==> config.mk <==
export PLATFORM = sky130hd
export DESIGN_NAME = seven_seg_scan_ctrl_flat
export DESIGN_NICKNAME = d
export VERILOG_FILES = /design/src/rtl/seg_pkg.sv /design/src/rtl/seven_seg_scan_ctrl_if.sv /design/src/rtl/seven_seg_scan_ctrl_scan_timer.sv /design/src/rtl/seven_seg_scan_ctrl.sv /design/src/flat_wrapper.sv
export SDC_FILE = /design/constraint.sdc
export NUM_CORES = 1
export LEC_CHECK = 0
export ABC_AREA = 1
export BUFFER_PORTS_ARGS = -buffer_cell sky130_fd_sc_hd__buf_4
export CAP_MARGIN = 15
export CELL_PAD_IN_SITES_DETAIL_PLACEMENT = 1
export CELL_PAD_IN_SITES_GLOBAL_PLACEMENT = 1
export CORE_MARGIN = 1
export CORE_UTILIZATION = 44
export DETAILED_ROUTE_END_ITERATION = 10
export PLACE_DENSITY = 0.82
export SYNTH_ARGS = -nofsm -noshare
export SYNTH_HDL_FRONTEND = slang
export SYNTH_SLANG_ARGS = --single-unit
==> constraint.sdc <==
create_clock -name clk -period 3.05 [get_ports clk]
set_input_delay 0.915 -clock clk [delete_from_list [all_inputs] [get_ports clk]]
set_output_delay 0.915 -clock clk [all_outputs]
set_load 0.01 [all_outputs]
==> src/rtl/seg_pkg.sv <==
// Shared types and helpers for the four-digit multiplexed 7-segment scan controller.
package seg_pkg;

  localparam int         NUM_DIGITS = 4;
  localparam logic [3:0] BCD_MAX    = 4'd9;

  typedef enum logic [1:0] {
    IDLE = 2'd0,
    DEAD = 2'd1,
    SHOW = 2'd2
  } state_e;

  function automatic logic [3:0] digit_of(input logic [15:0] d, input logic [1:0] k);
    return d[4*k +: 4];
  endfunction

  function automatic logic any_invalid(input logic [15:0] d);
    logic bad;
    bad = 1'b0;
    for (int j = 0; j < NUM_DIGITS; j++) begin
      if (digit_of(d, 2'(j)) > BCD_MAX) bad = 1'b1;
    end
    return bad;
  endfunction

  // Non-BCD digits are always dark; with lzb, a zero digit is dark when every higher digit is zero too.
  function automatic logic digit_blank(input logic [15:0] d, input logic [1:0] k, input logic lzb);
    logic blank;
    logic hi_zero;
    blank   = (digit_of(d, k) > BCD_MAX);
    hi_zero = 1'b1;
    for (int j = 0; j < NUM_DIGITS; j++) begin
      if (j >= int'(k) && digit_of(d, 2'(j)) != 4'd0) hi_zero = 1'b0;
    end
    if (lzb && k != 2'd0 && hi_zero) blank = 1'b1;
    return blank;
  endfunction

endpackage

==> src/rtl/seven_seg_scan_ctrl_if.sv <==
// Bus between the scan controller and its user / the external segment decoder and anode drivers.
interface seven_seg_scan_ctrl_if;
  import seg_pkg::*;

  logic                      en;
  logic                      load;
  logic [4*NUM_DIGITS-1:0]   digits_in;
  logic                      lzb;
  logic [0:3]                bcd_out;
  logic [NUM_DIGITS-1:0]     an_n;
  logic                      frame_done;
  logic                      bcd_err;

  modport master (
    output en, load, digits_in, lzb,
    input  bcd_out, an_n, frame_done, bcd_err
  );

  modport slave (
    input  en, load, digits_in, lzb,
    output bcd_out, an_n, frame_done, bcd_err
  );

endinterface

==> src/rtl/seven_seg_scan_ctrl_scan_timer.sv <==
// Loadable down-counter timing one DEAD or SHOW slot; done flags the last cycle of the slot.
module scan_timer #(
  parameter int CNT_W = 1
) (
  input  logic             clk,
  input  logic             rst_n,
  input  logic             load_i,
  input  logic [CNT_W-1:0] val_i,
  output logic             done_o,
  output logic             done_nxt_o
);

  logic [CNT_W-1:0] cnt_q;
  logic [CNT_W-1:0] cnt_d;

  // Saturates at zero so the count never wraps inside a slot.
  always_comb begin
    cnt_d = cnt_q;
    if (load_i) begin
      cnt_d = val_i;
    end else if (cnt_q != '0) begin
      cnt_d = cnt_q - 1'b1;
    end
  end

  always_ff @(posedge clk or negedge rst_n) begin
    if (!rst_n) begin
      cnt_q <= '0;
    end else begin
      cnt_q <= cnt_d;
    end
  end

  assign done_o     = (cnt_q == '0);
  assign done_nxt_o = (cnt_d == '0);

endmodule

==> src/rtl/seven_seg_scan_ctrl.sv <==
// Time-multiplexed scan of four BCD digits: anodes-off guard, then one digit lit per slot.
module seven_seg_scan_ctrl
  import seg_pkg::*;
#(
  parameter int SHOW_CYC = 50000,
  parameter int DEAD_CYC = 500
) (
  input  logic                 clk,
  input  logic                 rst_n,
  seven_seg_scan_ctrl_if.slave bus
);

  localparam int MAX_CYC = (SHOW_CYC > DEAD_CYC) ? SHOW_CYC : DEAD_CYC;
  localparam int CNT_W   = (MAX_CYC > 1) ? $clog2(MAX_CYC) : 1;
  localparam logic [CNT_W-1:0] SHOW_LAST = CNT_W'(SHOW_CYC - 1);
  localparam logic [CNT_W-1:0] DEAD_LAST = CNT_W'(DEAD_CYC - 1);
  localparam logic [1:0]       LAST_IDX  = 2'(NUM_DIGITS - 1);

  state_e      state_q, state_d;
  logic [1:0]  idx_q, idx_d;
  logic [15:0] pending_q, pending_d;
  logic [15:0] active_q, active_d;
  logic [3:0]  bcd_q, bcd_d;
  logic [3:0]  an_n_q, an_n_d;
  logic        fd_q, fd_d;
  logic        err_q, err_d;

  logic             tmr_load;
  logic [CNT_W-1:0] tmr_val;
  logic             tmr_done;
  logic             tmr_done_nxt;

  scan_timer #(
    .CNT_W (CNT_W)
  ) u_timer (
    .clk        (clk),
    .rst_n      (rst_n),
    .load_i     (tmr_load),
    .val_i      (tmr_val),
    .done_o     (tmr_done),
    .done_nxt_o (tmr_done_nxt)
  );

  always_comb begin
    state_d   = state_q;
    idx_d     = idx_q;
    pending_d = pending_q;
    active_d  = active_q;
    err_d     = err_q;
    tmr_load  = 1'b0;
    tmr_val   = '0;

    if (bus.load) begin
      pending_d = bus.digits_in;
      if (any_invalid(bus.digits_in)) err_d = 1'b1;
    end

    case (state_q)
      IDLE: begin
        if (bus.en) begin
          state_d  = DEAD;
          idx_d    = 2'd0;
          tmr_load = 1'b1;
          tmr_val  = DEAD_LAST;
        end
      end
      DEAD: begin
        if (!bus.en) begin
          state_d  = IDLE;
          idx_d    = 2'd0;
          tmr_load = 1'b1;
        end else if (tmr_done) begin
          state_d  = SHOW;
          tmr_load = 1'b1;
          tmr_val  = SHOW_LAST;
        end
      end
      SHOW: begin
        if (!bus.en) begin
          state_d  = IDLE;
          idx_d    = 2'd0;
          tmr_load = 1'b1;
        end else if (tmr_done) begin
          state_d  = DEAD;
          idx_d    = idx_q + 2'd1;
          tmr_load = 1'b1;
          tmr_val  = DEAD_LAST;
        end
      end
      default: begin
        state_d  = IDLE;
        idx_d    = 2'd0;
        tmr_load = 1'b1;
      end
    endcase

    // New digits take effect only at a frame boundary; a coincident load bypasses pending.
    if (state_d == DEAD && idx_d == 2'd0 && state_q != DEAD) begin
      active_d = bus.load ? bus.digits_in : pending_q;
    end

    // Outputs are registered from next-state values so they line up with the state they describe.
    bcd_d  = digit_of(active_d, idx_d);
    an_n_d = 4'hF;
    if (state_d == SHOW && !digit_blank(active_d, idx_d, bus.lzb)) begin
      an_n_d[idx_d] = 1'b0;
    end
    fd_d = (state_d == SHOW) && (idx_d == LAST_IDX) && tmr_done_nxt;
  end

  always_ff @(posedge clk or negedge rst_n) begin
    if (!rst_n) begin
      state_q   <= IDLE;
      idx_q     <= 2'd0;
      pending_q <= '0;
      active_q  <= '0;
      bcd_q     <= '0;
      an_n_q    <= 4'hF;
      fd_q      <= 1'b0;
      err_q     <= 1'b0;
    end else begin
      state_q   <= state_d;
      idx_q     <= idx_d;
      pending_q <= pending_d;
      active_q  <= active_d;
      bcd_q     <= bcd_d;
      an_n_q    <= an_n_d;
      fd_q      <= fd_d;
      err_q     <= err_d;
    end
  end

  // bcd_out is declared [0:3] with element 0 carrying weight 1.
  assign bus.bcd_out    = {bcd_q[0], bcd_q[1], bcd_q[2], bcd_q[3]};
  assign bus.an_n       = an_n_q;
  assign bus.frame_done = fd_q;
  assign bus.bcd_err    = err_q;

endmodule

==> src/flat_wrapper.sv <==
// flat-port wrapper written by rule: the top's interface ports become plain ports
module seven_seg_scan_ctrl_flat import seg_pkg::*;
#(
  parameter int SHOW_CYC = 50000,
  parameter int DEAD_CYC = 500
)
  (clk, rst_n, bus_en, bus_load, bus_digits_in, bus_lzb, bus_bcd_out, bus_an_n, bus_frame_done, bus_bcd_err);
  seven_seg_scan_ctrl_if bus_i ();
  input  logic clk;
  input  logic rst_n;
  input wire logic [$bits(bus_i.en)-1:0] bus_en;
  input wire logic [$bits(bus_i.load)-1:0] bus_load;
  input wire logic [$bits(bus_i.digits_in)-1:0] bus_digits_in;
  input wire logic [$bits(bus_i.lzb)-1:0] bus_lzb;
  output wire logic [$bits(bus_i.bcd_out)-1:0] bus_bcd_out;
  output wire logic [$bits(bus_i.an_n)-1:0] bus_an_n;
  output wire logic [$bits(bus_i.frame_done)-1:0] bus_frame_done;
  output wire logic [$bits(bus_i.bcd_err)-1:0] bus_bcd_err;
  assign bus_i.en = bus_en;
  assign bus_i.load = bus_load;
  assign bus_i.digits_in = bus_digits_in;
  assign bus_i.lzb = bus_lzb;
  assign bus_bcd_out = bus_i.bcd_out;
  assign bus_an_n = bus_i.an_n;
  assign bus_frame_done = bus_i.frame_done;
  assign bus_bcd_err = bus_i.bcd_err;
  seven_seg_scan_ctrl #(.SHOW_CYC(SHOW_CYC), .DEAD_CYC(DEAD_CYC)) u_core (.clk(clk), .rst_n(rst_n), .bus(bus_i));
endmodule
; ---- Yosys cells after proc, flatten, opt, wreduce, memory -nomap -nowiden
; Index checks and enable logic that the tools add are counted.
; Widths: inputs -> output; s select.
[word_totals]
word_cells = 91
ff_bits = 62
output_inout_bits = 10
[classes]
bitwise_logic = 1
reduce_logical = 24
n_mux = 38
addsub = 2
shifts = 1
order_cmp = 10
n_eq_ne = 6
[ops]
columns = operator, n
row1 = $mux 16, 7
row2 = $pmux 16 s3, 1
row3 = $logic_not 16->1, 2
row4 = $gt 4x4->1 const B, 5
row5 = $mux 2, 9
row6 = $mux 9, 2
row7 = $reduce_bool 16->1, 1
row8 = $reduce_bool 4->1, 4
row9 = $shiftx 16x5->4, 1
row10 = $sub 16x1->16 const B, 1
row11 = $mux 1, 14
row12 = $pmux 2 s3, 2
row13 = $logic_and 1x1->1, 11
row14 = $eq 2x2->1 const B, 3
row15 = $eq 2x1->1 const B, 2
row16 = $ge 1x2->1 const A, 2
row17 = $logic_not 2->1, 2
row18 = $mux 4, 1
row19 = $not 4->4, 1
row20 = $lt 2x3->1 const B, 1
row21 = $add 2x1->2 const B, 1
row22 = $demux 1 s2, 1
row23 = $ge 2x1->1 const B, 1
row24 = $ge 2x2->1 const A, 1
row25 = 6 further kinds, 6

; ---- Longest topological paths before layout
; Gate-level depths: netlist (run 1).
[logic_depth]
ltp_word = 19
depth_mapped = 20
mapped_depth_nobuf = 18

; ---- Cells and area by module
; Synthesis (run 1) repeated with hierarchy kept, for this count alone.
[unflattened]
cells_unflattened = 486
area_unflattened_um2 = 3622.2
[modules_own_cells]
columns = mod, instances, area_each_um2, cells_each, seq_area_each_um2
row1 = seven_seg_scan_ctrl, 1, 2336.0, 277, 1156.1
row2 = scan_timer, 1, 1286.2, 209, 400.4

; ---- Worst setup path after synthesis (run 1)
; No wires, ideal clock.
[synth_timing]
path_type = in2reg
start = input bus_en
end = register u_core.bcd_q[0]
required_time_ps = 2933
arrival_time_ps = 2404
cell_stages = 17
slack_ps = 529
path_cell_list = buf_2 nand2_1 inv_1 nand3_1 a21oi_1 nand2_2 nand2_1 inv_2 nand2_4 buf_6 clkinv_2 nand2_1 nand2_1 o21ai_1 a21oi_1 o21ai_1 inv_1
[synth_via]
elab_chain_len = 7
word_cells_on_any_way = 14
cone_classes = eq/ne (1) / shift (1) / mux (9) / reduce/logical (3)
[synth_rtl]
columns = item, line_no
row1 = start: declaration, flat_wrapper.sv:11  ; input wire logic [$bits(bus_i.en)-1:0] bus_en;
row2 = $mux 2 (on tied branches), "seven_seg_scan_ctrl.sv:79, seven_seg_scan_ctrl.sv:60, seven_seg_scan_ctrl.sv:68"
row3 = $pmux 2 s3, seven_seg_scan_ctrl.sv:58  ; case (state_q)
row4 = $eq 2x1->1 or $logic_not 2->1 (tied branches), seven_seg_scan_ctrl.sv:98  ; if (state_d == DEAD && idx_d == 2'd0 && state_q != DEAD) begin
row5 = $logic_and 1x1->1 (*) (2 in series), seven_seg_scan_ctrl.sv:98
row6 = $mux 16 (*), seven_seg_scan_ctrl.sv:98
row7 = net u_core.active_d[12], seven_seg_scan_ctrl.sv:22  ; logic [15:0] active_q, active_d;
row8 = $shiftx 16x5->4 (*), seg_pkg.sv:14  ; return d[4*k +: 4];
row9 = net u_core.bcd_d[0], seven_seg_scan_ctrl.sv:23  ; logic [3:0] bcd_q, bcd_d;
row10 = end signal: assignment, seven_seg_scan_ctrl.sv:117  ; bcd_q <= '0;
row11 = end signal: assignment, seven_seg_scan_ctrl.sv:126  ; bcd_q <= bcd_d;
row12 = end: declaration, seven_seg_scan_ctrl.sv:23
; Mark *: on every way through the listed nets, which the timed path passes. The rest lies on a longest branch.
; A chain may end at the register's enable or synchronous reset.

; ---- Worst setup path after layout (run 1)
[layout_timing]
start = register u_core.u_timer.cnt_q[0]
end = register u_core.an_n_q[1], in the netlist u_core.bus.an_n[1]
[layout_via]
word_cells_on_any_way = 44
cone_classes = order compare (6) / eq/ne (2) / shift (1) / mux (17) / bitwise (1) / reduce/logical (17)
[layout_rtl]
columns = item, line_no
row1 = start: declaration, seven_seg_scan_ctrl_scan_timer.sv:13  ; logic [CNT_W-1:0] cnt_q;
row2 = start signal: assignment, seven_seg_scan_ctrl_scan_timer.sv:30  ; cnt_q <= cnt_d;
row3 = $logic_not 16->1 (*), seven_seg_scan_ctrl_scan_timer.sv:34  ; assign done_o = (cnt_q == '0);
row4 = $mux 2 (on tied branches), "seven_seg_scan_ctrl.sv:83, seven_seg_scan_ctrl.sv:72"
row5 = $mux 2 (on tied branches), "seven_seg_scan_ctrl.sv:79, seven_seg_scan_ctrl.sv:68"
row6 = $pmux 2 s3, seven_seg_scan_ctrl.sv:58
row7 = $eq 2x1->1 or $logic_not 2->1 (tied branches), seven_seg_scan_ctrl.sv:98
row8 = $logic_and 1x1->1 (*) (2 in series), seven_seg_scan_ctrl.sv:98
row9 = $mux 16 (*), seven_seg_scan_ctrl.sv:98
row10 = net u_core.active_d[4], seven_seg_scan_ctrl.sv:22
row11 = "parallel branches: the longest is 6 deep, another holds $gt 4x4->1", n/a
row12 = $mux 1 (*), seg_pkg.sv:35  ; if (lzb && k != 2'd0 && hi_zero) blank = 1'b1;
row13 = $logic_not 1->1 (*), seven_seg_scan_ctrl.sv:105  ; if (state_d == SHOW && !digit_blank(active_d, idx_d, bus.lzb)) begin
row14 = $logic_and 1x1->1 (*), seven_seg_scan_ctrl.sv:105
row15 = $mux 4 (*), seven_seg_scan_ctrl.sv:105
row16 = net u_core.an_n_d[1], seven_seg_scan_ctrl.sv:24  ; logic [3:0] an_n_q, an_n_d;
row17 = end signal: assignment, seven_seg_scan_ctrl.sv:127  ; an_n_q <= an_n_d;
row18 = end: declaration, seven_seg_scan_ctrl.sv:24
; Mark *: on every way through the listed nets, which the timed path passes.

==> results.txt, run 1 <==
- Setup slack on the worst reg-to-reg path comes out at 0.17 ns.
* Die outline width: just under 90 µm
- Period minus WS final: between 2 and 3 ns
* H-tree levels: 3
- Most used flip-flop cell after synthesis: sky130_fd_sc_hd__dfrtp_1
- Leaving out fill and tap cells, the most frequent cell in the layout is sky130_fd_sc_hd__nand2_1.
- The via count of the first global-routing pass came to just over 3k.
* FF+latch count, synth: 62
- Detailed placement finished with a half-perimeter wire length of roughly 6.7 mm.
- The cell sitting at the root of the clock tree is a sky130_fd_sc_hd__clkbuf_8.
* Count of cells along the worst hold path: 2
- Final worst slack: ~0.17 ns
- The initial utilization of the core area, before any placement, comes to 45.5%.
- In this run the critical register-to-register path is launched from u_core.u_timer.cnt_q[0].
- Relative slew slack: roughly 47%
- The run finished with clean final reports.
* Proportion of synthesized area in mux cells: 2.34%
- Setup Slack @ Placement: about 0.14 ns
- TritonCTS built the clock tree.
* Cts hold-fix bufs: 0
* Post-Route Skew: a little under 0.01 ns
- Synthesis produced between 400 and 500 cells.
* Yosys warns: 0
- The core region is between 7000 and 8000 µm².
- Peak supply drop: between 400 and 500 µV
- Leaving out fill and tap cells, the most frequent cells in the layout are sky130_fd_sc_hd__nand2_1 (84), sky130_fd_sc_hd__inv_1 (66), sky130_fd_sc_hd__dfrtp_1 (58), sky130_fd_sc_hd__nor2_1 (45), sky130_fd_sc_hd__buf_4 (34).
* Slowest stage cell on the critical path: sky130_fd_sc_hd__dfrtp_1
- Number of buffer cells added on primary ports: 30
- Cells traversed along the worst timing path: inv_1 -> ha_1 -> nand2_2 -> nor2_4 -> nand2_4 -> nand3_1 -> nand3_1 -> nand2_2 -> nand2_1 -> inv_2 -> buf_4 -> nand3_1 -> nand2_2 -> nor2_2 -> nand3_1 -> nand2_1 -> nand3_2 -> nand4_1
- Number of design rule violations left after detail routing: 0
- Along the worst path, the maximum fanout reaches 11.
- Most frequent CP cell: sky130_fd_sc_hd__nand3_1
* Power share of the combinational group: 48.7%
* Internal power: approximately 2000 µW
- For this design the top-level I/O count stands at 31.
- Pin count of the biggest net entering global routing: 63
* Fraction of synthesized cell area in xor and xnor cells: 1.58%
- Max Slew Vio Count: 0
- In this run the critical register-to-register path is captured at u_core.bus.an_n[1].
- Number of post-CTS setup repair buffers: 0
* Ratio of cells with drive above 1 in the final layout: between 20% and 30%
- Hold/Removal Path Class: reg -> reg
- Count of nets left with antenna violations after detail routing: 0
- FFs w/ async S/R, synth: between 90% and 100%
- Synthesis instantiated 36 different standard cells from the library.
* Initial antenna violation count: 0
- WL per Instance: 16.2 µm
* Number of flops mapped to enable cells by yosys: 0
* Sequential group share of total power: about a third
- Slew of the pin with the lowest slew margin: between 0.7 and 0.8 ns
- Ratio of total power to cell area: between 900 and 1000 nW/µm²
- Leak: 0.00201 µW
- The net count of the finished layout is between 400 and 500.
* Timing-limited maximum frequency: 348 MHz
- In this run switching power makes up 47.3% of total power.
- The first global-routing pass estimated roughly 15 mm of wire.
- Endpoint kind of the worst setup timing path: flip-flop
- Number of clock sinks: 62
- Setup repair after global routing missed its margin: false
- Standard-cell row count: 31
* Net switching component of the power: approximately 1800 µW
- The congestion estimate from routability-driven global placement came to between 0.8 and 0.9.
- Kind of critical path: reg -> reg
- From bottom edge to top edge, the die measures between 80 and 90 µm.
* Top post-synthesis cells by area: sky130_fd_sc_hd__dfrtp_1 (44%), sky130_fd_sc_hd__nand2_1 (9.5%), sky130_fd_sc_hd__inv_1 (7.5%)
* Post-synth net total: ~440
* Cell type with the largest total area after synthesis: sky130_fd_sc_hd__dfrtp_1
* Average instance area after synthesis: 8.04 µm²
- Combinational family with the most area after synthesis: simple AND/OR/NAND/NOR gates
- Summed over all layers, the routed wires come to around 9 mm.
* HP Start: u_core.bus.bcd_err
- Crit path required time: around 3.3 ns
- After detailed placement, the design holds a cell count of 537.
* Terminating pin of the worst hold path: u_core.bus.bcd_err
* Post-synthesis cell area: between 3000 and 4000 µm²
* Antenna Cells: 0
- Final Cycle Share: between 90% and 100%
- Clock tree synthesis inserted a total of 9 buffers.
* Final hold violation count: 0
- The final route contains roughly 2.8k vias.
* Post-synthesis adder-cell area fraction: 1.88%
- Via density per instance: a little over 5
- Compared with the post-synthesis result, the final layout area differs by 15.5%.
- Clock-pin slew was measured on the worst setup and hold paths at approximately 0.07 ns.
* Initial detailed-routing violation count: 82
- Critical Path Max Stage Delay: ~0.42 ns
* Number of detailed-route iterations in the first pass: 4
* Number of setup violations in the final report: 0
- STA classifies the critical path startpoint as a flip-flop.
* Relative contribution of the clock network to total power: 17.9%
- Global routing used about a quarter of the available tracks.
* Clock latency reported for the late side of the worst-skew pair: around 0.35 ns
* Overall die area: 7900 µm²
* Number of cells upsized or downsized after cts: 0
* Max-Cap Viols: 0
- Counting cells, the worst reg-to-reg path comes to 18.
* Clock Path Buffers: 2
- Critical path buffers and inverters: 3
- Synth Area in Compound Gates: 7.72%
- Total gr overflow: 0
* Top delay family on crit path: simple AND/OR/NAND/NOR gates
* Non-filler cells in the finished layout: 553
- The synthesized netlist devotes around 30% of its cell area to simple gates.
- Setup_tns: 0 ns
- The synthesized design devotes to its leading area cell type a little over two fifths of total area.
- After filler insertion, the fill cell instance count of the layout stands at approximately 940.
- Data arrival time at the worst-slack endpoint: approximately 3.1 ns
- Sequential cell area fraction in the yosys report: a little under half
[routing by layer]
| metal | GRT usage [%] | vias up | routed length (µm) |
|---|---|---|---|
| met2 | 44.8 | 41 | 4600 |
| met1 | 30.6 | 1372 | 3880 |
| li1 | - | 1377 | - |
| met5 | 0 | - | 0 |
| met4 | 9.24 | 0 | 204 |
| met3 | 6.34 | 19 | 263 |
[layout make-up]
type	count	area [µm²]	share of cell area [%]
multi-input combinational	274	1460	38.1
clock inverter	7	57.6	1.50
clock buffer	9	124	3.23
sequential	62	1560	40.6
inverter	68	256	6.69
tap	99	124	3.23
timing repair buffer	34	255	6.66
[cell usage after synthesis (3+ instances only)]
| cell type | n |
|---|---|
| sky130_fd_sc_hd__ha_1 | 5 |
| sky130_fd_sc_hd__nor3_1 | 5 |
| sky130_fd_sc_hd__o21ai_2 | 4 |
| sky130_fd_sc_hd__o21ai_0 | 21 |
| sky130_fd_sc_hd__nand2_2 | 14 |
| sky130_fd_sc_hd__inv_1 | 66 |
| sky130_fd_sc_hd__dfstp_2 | 4 |
| sky130_fd_sc_hd__nand3_2 | 5 |
| sky130_fd_sc_hd__nand2_1 | 84 |
| sky130_fd_sc_hd__buf_2 | 3 |
| sky130_fd_sc_hd__nand4_1 | 10 |
| sky130_fd_sc_hd__dfrtp_1 | 58 |
| sky130_fd_sc_hd__nand3_1 | 29 |
| sky130_fd_sc_hd__buf_6 | 3 |
| sky130_fd_sc_hd__o21ai_1 | 4 |
| sky130_fd_sc_hd__nor2_2 | 5 |
| sky130_fd_sc_hd__nor2_1 | 45 |
| sky130_fd_sc_hd__clkbuf_1 | 3 |
| sky130_fd_sc_hd__mux2_2 | 6 |
| sky130_fd_sc_hd__xor2_1 | 5 |
| sky130_fd_sc_hd__a21oi_1 | 12 |
| sky130_fd_sc_hd__o31ai_1 | 3 |
[worst max-delay path by stage]
| stage | cells after the start | endpoint | start |
|---|---|---|---|
| after floorplan | 17 | u_core.bcd_q[0] | bus_en |
| after global placement | 16 | u_core.bcd_q[0] | bus_en |
| after detailed placement | 16 | u_core.bcd_q[0] | bus_en |
| after CTS | 18 | u_core.bus.an_n[3] | u_core.u_timer.cnt_q[0] |
| after global routing | 18 | u_core.bus.an_n[1] | u_core.u_timer.cnt_q[0] |
| final | 18 | u_core.bus.an_n[1] | u_core.u_timer.cnt_q[0] |
[power by group through the flow]
stage	Sequential (µW)	Combinational, µW	Clock (µW)
floorplan	1210	1290	0
CTS	1240	1790	681
global route	1270	2030	716
global placement	1250	1680	0
finish	1240	1810	666
detailed placement	1260	1750	0
[state kept, by name (all words and copies together) (netlist names)]
name	cells
u_core.state_q	2
u_core.idx_q	2
u_core.bus.an_n	4
u_core.bcd_q	4
u_core.bus.frame_done	1
u_core.active_q	16
u_core.u_timer.cnt_q	16
u_core.bus.bcd_err	1
u_core.pending_q	16
[kinds of logic after synthesis]
family          count (synthesis)
simple gates                  210
mux                             7
compound gates                 46
fa+ha+maj                       5
xor+xnor                        6
buf+inv                        77
flops                          62
[worst reg2reg max path: cells and delay by family (launching register included)]
kind | cells | cell delay, ns
buf+inv | 3 | 0.46
fa+ha+maj | 1 | 0.22
simple gates | 14 | 1.67
flops | 1 | 0.42
[stage by stage]
step / hold slack, ns / cell area [µm²] / total power, µW / util [%]
6_report: 0.484 / 3830 / 3710 / 52.6
5_1_grt: 0.515 / 3830 / 4010 / 52.6
4_1_cts: 0.492 / 3820 / 3710 / 52.4
3_5_place_dp: 0.467 / 3640 / 3010 / 49.9
3_3_place_gp: 0.459 / 3640 / 2930 / 49.9
2_1_floorplan: 0.446 / 3320 / 2510 / -
(Power assumes the default switching activity.)
==> run 2: changes to the inputs <==
--- a/config.mk
+++ b/config.mk
@@ -11,9 +11,9 @@
 export CELL_PAD_IN_SITES_DETAIL_PLACEMENT = 1
 export CELL_PAD_IN_SITES_GLOBAL_PLACEMENT = 1
 export CORE_MARGIN = 1
-export CORE_UTILIZATION = 44
+export CORE_UTILIZATION = 35
 export DETAILED_ROUTE_END_ITERATION = 10
-export PLACE_DENSITY = 0.82
+export PLACE_DENSITY = 0.68
 export SYNTH_ARGS = -nofsm -noshare
 export SYNTH_HDL_FRONTEND = slang
 export SYNTH_SLANG_ARGS = --single-unit
==> run 2 against run 1 <==
Net effect:
- via count fell by 1.5%
- design area rose by 1.1%
- non-clock buffer count rose by 2
- worst setup slack improved by 0.20 ns
==> results.txt, run 2 (synthesis gave the netlist of run 1 again) <==
- Result of the run: completed
- In the routed layout, each cell is associated on average with a via count of approximately 4.9.
- Top fanout value on the critical path: 22
* Met3 layer usage reported by global route: 3.37%
* Setup_tns: 0 ns
* Number of cells upsized or downsized after cts: 0
- For this design, the CTS-stage hold fixing added 0 buffers.
- Terminating pin of the worst hold path: u_core.bus.bcd_err
* Number of detailed-route iterations in the first pass: 4
* H-tree levels: 3
* Chip Height: about 100 µm
- Data on the critical path arrives at its endpoint at 2.95 ns.
* CTS tree: yes
- Summed over all layers, the global routing overflow is 0.
- Clock-pin transition on the worst setup and hold timing paths: roughly 0.080 ns
- The first global-routing pass estimated ~15 mm of wire.
- The worst-case IR drop observed on VDD is 333 µV.
* Clock tree root driver cell: sky130_fd_sc_hd__clkbuf_8
* Global routing met1 resource utilization: between 20% and 30%
- Post-Route Skew: 0.00940 ns
* Count of nets left with antenna violations after detail routing: 0
- The count of buffers added on input and output ports is 30.
* Standard-cell row count: 35
- Most congested layer reported by global routing: met2
- Global-route met2 utilization: 30.3%
* Kind of critical path: reg -> reg
- The clock net in this run drives a total of slightly above 60 sinks.
* Final worst slack: ~0.37 ns
* Endpoint kind of the worst setup timing path: flip-flop
- Number of design rule violations left after detail routing: 0
- In the finished design, the share of the clock period the worst path needs comes to between 80 and 90%.
- The worst hold path begins at u_core.bus.bcd_err.
- At the end of routability-driven placement, the weighted congestion stood at about 0.85.
- Global routing usage summed across all routing layers: 19.5%
- For this block, the initial DRC count from the detailed router was roughly 130.
* CORE AREA: around 9200 µm²
* FF-to-FF End: u_core.bus.an_n[0]
* Clock latency reported for the late side of the worst-skew pair: 0.34 ns
- Post-detail-place hpwl: 6.45 mm
* Number of global-route vias before repair: about 3.0k
* Clock Path Buffers: 2
- Cells with a size suffix above 1 make up about 21% of the layout.
* Registers with the most flip-flops: u_core.active_q x16, u_core.pending_q x16, u_core.u_timer.cnt_q x16
* Count of cells along the worst hold path: 2
- For this block, the via count after detailed routing is ~2.8k.
- P&R area growth vs syn: 16.8%
- Cell area reported after detailed placement: approximately 3700 µm²
- In the final routed layout, each cell accounts on average for between 10 and 15 µm.
- Most common library cell in the layout ignoring fill and taps: sky130_fd_sc_hd__nand2_1
- Summing all non-filler instances in the final layout gives an area of between 3000 and 4000 µm².
* Commonest cells after routing, fill and taps aside: sky130_fd_sc_hd__nand2_1 (84), sky130_fd_sc_hd__inv_1 (66), sky130_fd_sc_hd__dfrtp_1 (58), sky130_fd_sc_hd__nor2_1 (45), sky130_fd_sc_hd__buf_4 (36)
- The smallest clock period supported by the final layout is computed as 2.68 ns.
- The worst setup path is launched from a flip-flop.
- In this run the critical register-to-register path is launched from u_core.u_timer.cnt_q[0].
- Total wire length after detailed routing: approximately 8.5 mm
- Hold/Removal Path Class: reg -> reg
- Max-Cap Viols: 0
* Ports placed on the boundary: 31
- The initial utilization of the core area, before any placement, comes to ~36%.
- Crit path required time: about 3.3 ns
* Slew of the pin with the lowest slew margin: 0.821 ns
- Setup Slack @ Placement: ~0.16 ns
* Pin count of the biggest net entering global routing: between 60 and 70
- Measured along the x axis, the die boundary spans 99.4 µm.
- Buffers inserted during clock tree synthesis total 9.
- The floorplan step defined a die boundary enclosing roughly 9900 µm².
- The analysis attributes to cell leakage a power of a little over 0.002 µW.
* Setup repair after global routing missed its margin: false
- Derived from the worst setup path, the maximum achievable clock frequency is about 370 MHz.
* Register-to-Register Path Depth: 18
* Final hold violation count: 0
- # nets final: between 400 and 500
- The number of antenna diodes in the final layout is 0.
- Minimum setup slack among reg-to-reg paths: between 0.3 and 0.4 ns
- Relative slew slack: between 40% and 50%
- Number of setup violations in the final report: 0
- Power spread over the standard cell area amounts to 969 nW/µm².
- Initial antenna violation count: 0
- Post-CTS timing repair inserted 0 buffers for setup.
- Max Slew Vio Count: 0
## run 2: changes by cell type in the layout (fill, tap and decap cells not counted), sizes merged
cell,delta
clkinvlp,-2
bufinv,+1
inv,+1
buf,+2
## run 2: cell type report
type / instances / area, µm²
fill: 1121 / 5320
timing repair buffer: 36 / 270
clock buffer: 9 / 124
sequential: 62 / 1560
multi-input combinational: 274 / 1450
clock inverter: 7 / 81.3
tap: 111 / 139
inverter: 68 / 256
## run 2: where the power goes
group,switching [µW],total [µW],internal (µW)
combinational,1180,1760,582
sequential,170,1240,1070
clock,369,757,389
## run 2: per-layer routing
| metal | share of wire [%] | up-vias |
|---|---|---|
| li1 | - | 1384 |
| met1 | 52 | 1350 |
| met2 | 45 | 28 |
| met3 | 2.4 | 6 |
| met4 | 0.77 | 0 |
| met5 | 0 | - |
## run 2: critical path: stages (launching register included)
cell,delay [ns]
sky130_fd_sc_hd__dfrtp_1,0.41
sky130_fd_sc_hd__inv_1,0.10
sky130_fd_sc_hd__ha_1,0.23
sky130_fd_sc_hd__nand2_2,0.12
sky130_fd_sc_hd__nor2_4,0.14
sky130_fd_sc_hd__nand2_2,0.11
sky130_fd_sc_hd__nand3_1,0.11
sky130_fd_sc_hd__nand2_1,0.06
sky130_fd_sc_hd__nand2_1,0.11
sky130_fd_sc_hd__nand3_2,0.13
sky130_fd_sc_hd__nor2_8,0.19
sky130_fd_sc_hd__nand2_4,0.21
sky130_fd_sc_hd__nand2_2,0.11
sky130_fd_sc_hd__nand2_2,0.06
sky130_fd_sc_hd__nor2_2,0.12
sky130_fd_sc_hd__nand3_1,0.09
sky130_fd_sc_hd__nand2_1,0.10
sky130_fd_sc_hd__nand3_2,0.11
sky130_fd_sc_hd__nand4_1,0.10
## run 2: worst max path at each step
stage                       startpoint            endpoint  depth (start not counted)
4_1_cts        u_core.u_timer.cnt_q[0]  u_core.bus.an_n[0]                         16
2_1_floorplan                   bus_en     u_core.bcd_q[0]                         17
3_3_place_gp                    bus_en  u_core.bus.an_n[0]                         14
3_5_place_dp                    bus_en  u_core.bus.an_n[0]                         15
6_report       u_core.u_timer.cnt_q[0]  u_core.bus.an_n[0]                         18
5_1_grt        u_core.u_timer.cnt_q[0]  u_core.bus.an_n[3]                         18
## run 2: through the flow
| step | util [%] | hold slack (ns) | instances | total power, µW |
|---|---|---|---|---|
| after global routing | 42.2 | 0.527 | 567 | 4090 |
| final | 42.2 | 0.482 | 567 | 3760 |
| after detailed placement | 39.9 | 0.462 | 551 | 3000 |
| after floorplan | - | 0.446 | 413 | 2510 |
| after CTS | 42.1 | 0.487 | 567 | 3780 |
| after global placement | 39.9 | 0.450 | 551 | 2940 |
==> run 3: changes to the inputs <==
--- a/config.mk
+++ b/config.mk
@@ -8,12 +8,12 @@
 export ABC_AREA = 1
 export BUFFER_PORTS_ARGS = -buffer_cell sky130_fd_sc_hd__buf_4
 export CAP_MARGIN = 15
-export CELL_PAD_IN_SITES_DETAIL_PLACEMENT = 1
+export CELL_PAD_IN_SITES_DETAIL_PLACEMENT = 0
 export CELL_PAD_IN_SITES_GLOBAL_PLACEMENT = 1
 export CORE_MARGIN = 1
-export CORE_UTILIZATION = 35
+export CORE_UTILIZATION = 44
 export DETAILED_ROUTE_END_ITERATION = 10
-export PLACE_DENSITY = 0.68
+export PLACE_DENSITY = 0.82
 export SYNTH_ARGS = -nofsm -noshare
 export SYNTH_HDL_FRONTEND = slang
 export SYNTH_SLANG_ARGS = --single-unit
==> run 3 against run 2 <==
Net effect:
- combinational power fell by 4%
- power fell by 5.3%
- largest power group unchanged
- largest cell class unchanged
- clock-buffer cell count did not move
==> results.txt, run 3 (synthesis gave the netlist of run 1 again) <==
- Result of the run: completed
- The largest registers in the layout are u_core.active_q x16, u_core.pending_q x16, u_core.u_timer.cnt_q x16.
- The critical path is of the reg -> reg type.
- Relative slew slack: 47.5%
- At the end of routability-driven placement, the weighted congestion stood at about 0.85.
- Detailed-route wire length on metal 1: about 3.7 mm
* Met3 Wirelength: roughly 190 µm
- Cts hold-fix bufs: 0
* Post-Route Skew: between 0.007 and 0.008 ns
- CORE AREA: roughly 7300 µm²
- Critical path startpoint category: flip-flop
* Max Slew Vio Count: 0
- The tree built by TritonCTS fans out to between 60 and 70 sinks.
* Leak: between 0.002 and 0.0025 µW
- Clock-pin slew was measured on the worst setup and hold paths at about 0.070 ns.
* Peak supply drop: 420 µV
* Ratio of total power to cell area: a little over 900 nW/µm²
* Pin count of the biggest net entering global routing: 63
- WL per Instance: 13.3 µm
- Leaving out fill and tap cells, the most frequent cell in the layout is sky130_fd_sc_hd__nand2_1.
* Wire length on met2: 3.39 mm
- Timing-limited maximum frequency: between 300 and 400 MHz
- The tree is rooted in a sky130_fd_sc_hd__clkbuf_8.
* Final Cycle Share: between 90% and 100%
* CTS Buf Count: 9
* Setup_tns: 0 ns
* Post-detail-place hpwl: about 5.6 mm
- The first global-routing pass estimated 12.7 mm of wire.
* Max-Cap Viols: 0
- Setup repair after global routing missed its margin: false
- The number of antenna diodes in the final layout is 0.
* P&R area growth vs syn: 14.8%
- After global routing the overflow that remains totals 0.
* Commonest cells after routing, fill and taps aside: sky130_fd_sc_hd__nand2_1 (84), sky130_fd_sc_hd__inv_1 (66), sky130_fd_sc_hd__dfrtp_1 (58), sky130_fd_sc_hd__nor2_1 (45), sky130_fd_sc_hd__buf_4 (34)
- Number of buffer cells added on primary ports: 30
- Measured along the y axis, the die boundary spans between 80 and 90 µm.
- Hold/Removal Path Class: reg -> reg
- Global routing usage summed across all routing layers: approximately a fifth
- Dpl cells: between 500 and 600
* Data arrival time at the worst-slack endpoint: between 3 and 4 ns
- Along the worst hold path, the cell count comes to 2.
* Clock Path Buffers: 2
- H-tree levels: 3
- Number of design rule violations left after detail routing: 0
- Via density per instance: slightly below 5
- The floorplan has 31 rows.
- The worst setup path is captured at a flip-flop.
* Slew of the pin with the lowest slew margin: a little under 0.8 ns
- Number of post-CTS setup repair buffers: 0
* Ratio of cells with drive above 1 in the final layout: roughly a fifth
- Top fanout value on the critical path: 22
* CTS tree: yes
* Overall die area: between 7000 and 8000 µm²
* Uppermost signal routing layer after detailed routing: met4
- The number of cells on the worst reg-to-reg path is 16.
* Number of global-route vias before repair: between 2k and 3k
* Initial detailed-routing violation count: around 130
* Vias after detailed routing: approximately 2.7k
* # nets final: around 480
- Number of cells upsized or downsized after cts: 0
- Excluding fillers, the count of instances in the completed layout stands at between 500 and 600.
- For the worst-skew pair, the clock arrives at the later sink with an insertion delay of 0.33 ns.
* Number of setup violations in the final report: 0
* Initial antenna violation count: 0
* Initial Utilization: 45.5%
* Period minus WS final: ~2.8 ns
* Total wire length after detailed routing: approximately 7.4 mm
* Number of detailed-route iterations in the first pass: 4
- Count of nets left with antenna violations after detail routing: 0
* Die outline width: slightly below 90 µm
- Ports placed on the boundary: 31
* Final hold violation count: 0
- At the worst endpoint, the required time is around 3.3 ns.
run 3: cell count changes in the layout (fill, tap and decap cells not counted), sizes merged:
cell,previous run,this run
bufinv,1,0
buf,36,34
clkinv,3,4
inv,70,68
clkinvlp,1,3
run 3: critical path: stages, from the launching register on:
cell,delay [ns]
sky130_fd_sc_hd__dfrtp_1,0.42
sky130_fd_sc_hd__inv_1,0.09
sky130_fd_sc_hd__ha_1,0.22
sky130_fd_sc_hd__nand2_2,0.12
sky130_fd_sc_hd__nor2_4,0.14
sky130_fd_sc_hd__nand2_2,0.17
sky130_fd_sc_hd__nand3_1,0.14
sky130_fd_sc_hd__nand2_1,0.06
sky130_fd_sc_hd__nand2_1,0.11
sky130_fd_sc_hd__nand3_2,0.12
sky130_fd_sc_hd__nor2_8,0.18
sky130_fd_sc_hd__nand2_4,0.21
sky130_fd_sc_hd__o21ai_1,0.26
sky130_fd_sc_hd__nand3_1,0.10
sky130_fd_sc_hd__nor2_1,0.12
sky130_fd_sc_hd__nand3_2,0.12
sky130_fd_sc_hd__nand4_1,0.10
run 3: power breakdown:
group          switching, µW  leakage, µW  internal [µW]  total, µW
clock                    336    0.0000816            295        631
sequential               165     0.000743           1070       1240
combinational           1120      0.00118            571       1690
total                   1620      0.00200           1940       3560
run 3: layout make-up:
cell class	instances	area [µm²]
fillers	740	3480
flip-flops and latches	62	1560
multi-input cells	274	1450
inverters	68	256
repair buffers	34	255
clock buffers	9	124
well taps	99	124
clock inverters	7	50.0
run 3: layer usage:
metal,up-vias,track usage (%)
li1,1375,-
met1,1288,29.1
met2,34,34.5
met3,10,3.82
met4,0,6.60
met5,-,0
run 3: per-stage QoR:
stage                     total power (µW)  worst slack [ns]  instance area [µm²]  util (%)  hold WS, ns
final                                 3560             0.293                 3810      52.3        0.494
after CTS                             3580             0.287                 3810      52.3        0.494
after floorplan                       2510             0.529                 3320         -        0.446
after global routing                  3890           0.00854                 3810      52.3        0.516
after detailed placement              2940             0.208                 3640      49.9        0.477
after global placement                2930             0.282                 3640      49.9        0.459
run 3: path summary, 6_finish.rpt:
path	slack [ns]	end	from
max in group asynchronous	1.87	u_core.active_q[3]	rst_n
setup reg to reg	0.29	u_core.bus.an_n[2]	u_core.u_timer.cnt_q[0]
min in group asynchronous	0.65	u_core.bus.bcd_err	rst_n
setup / recovery	0.29	u_core.bus.an_n[2]	u_core.u_timer.cnt_q[0]
hold reg to reg	0.49	u_core.active_q[8]	u_core.active_q[8]
hold / removal	0.49	u_core.active_q[8]	u_core.active_q[8]
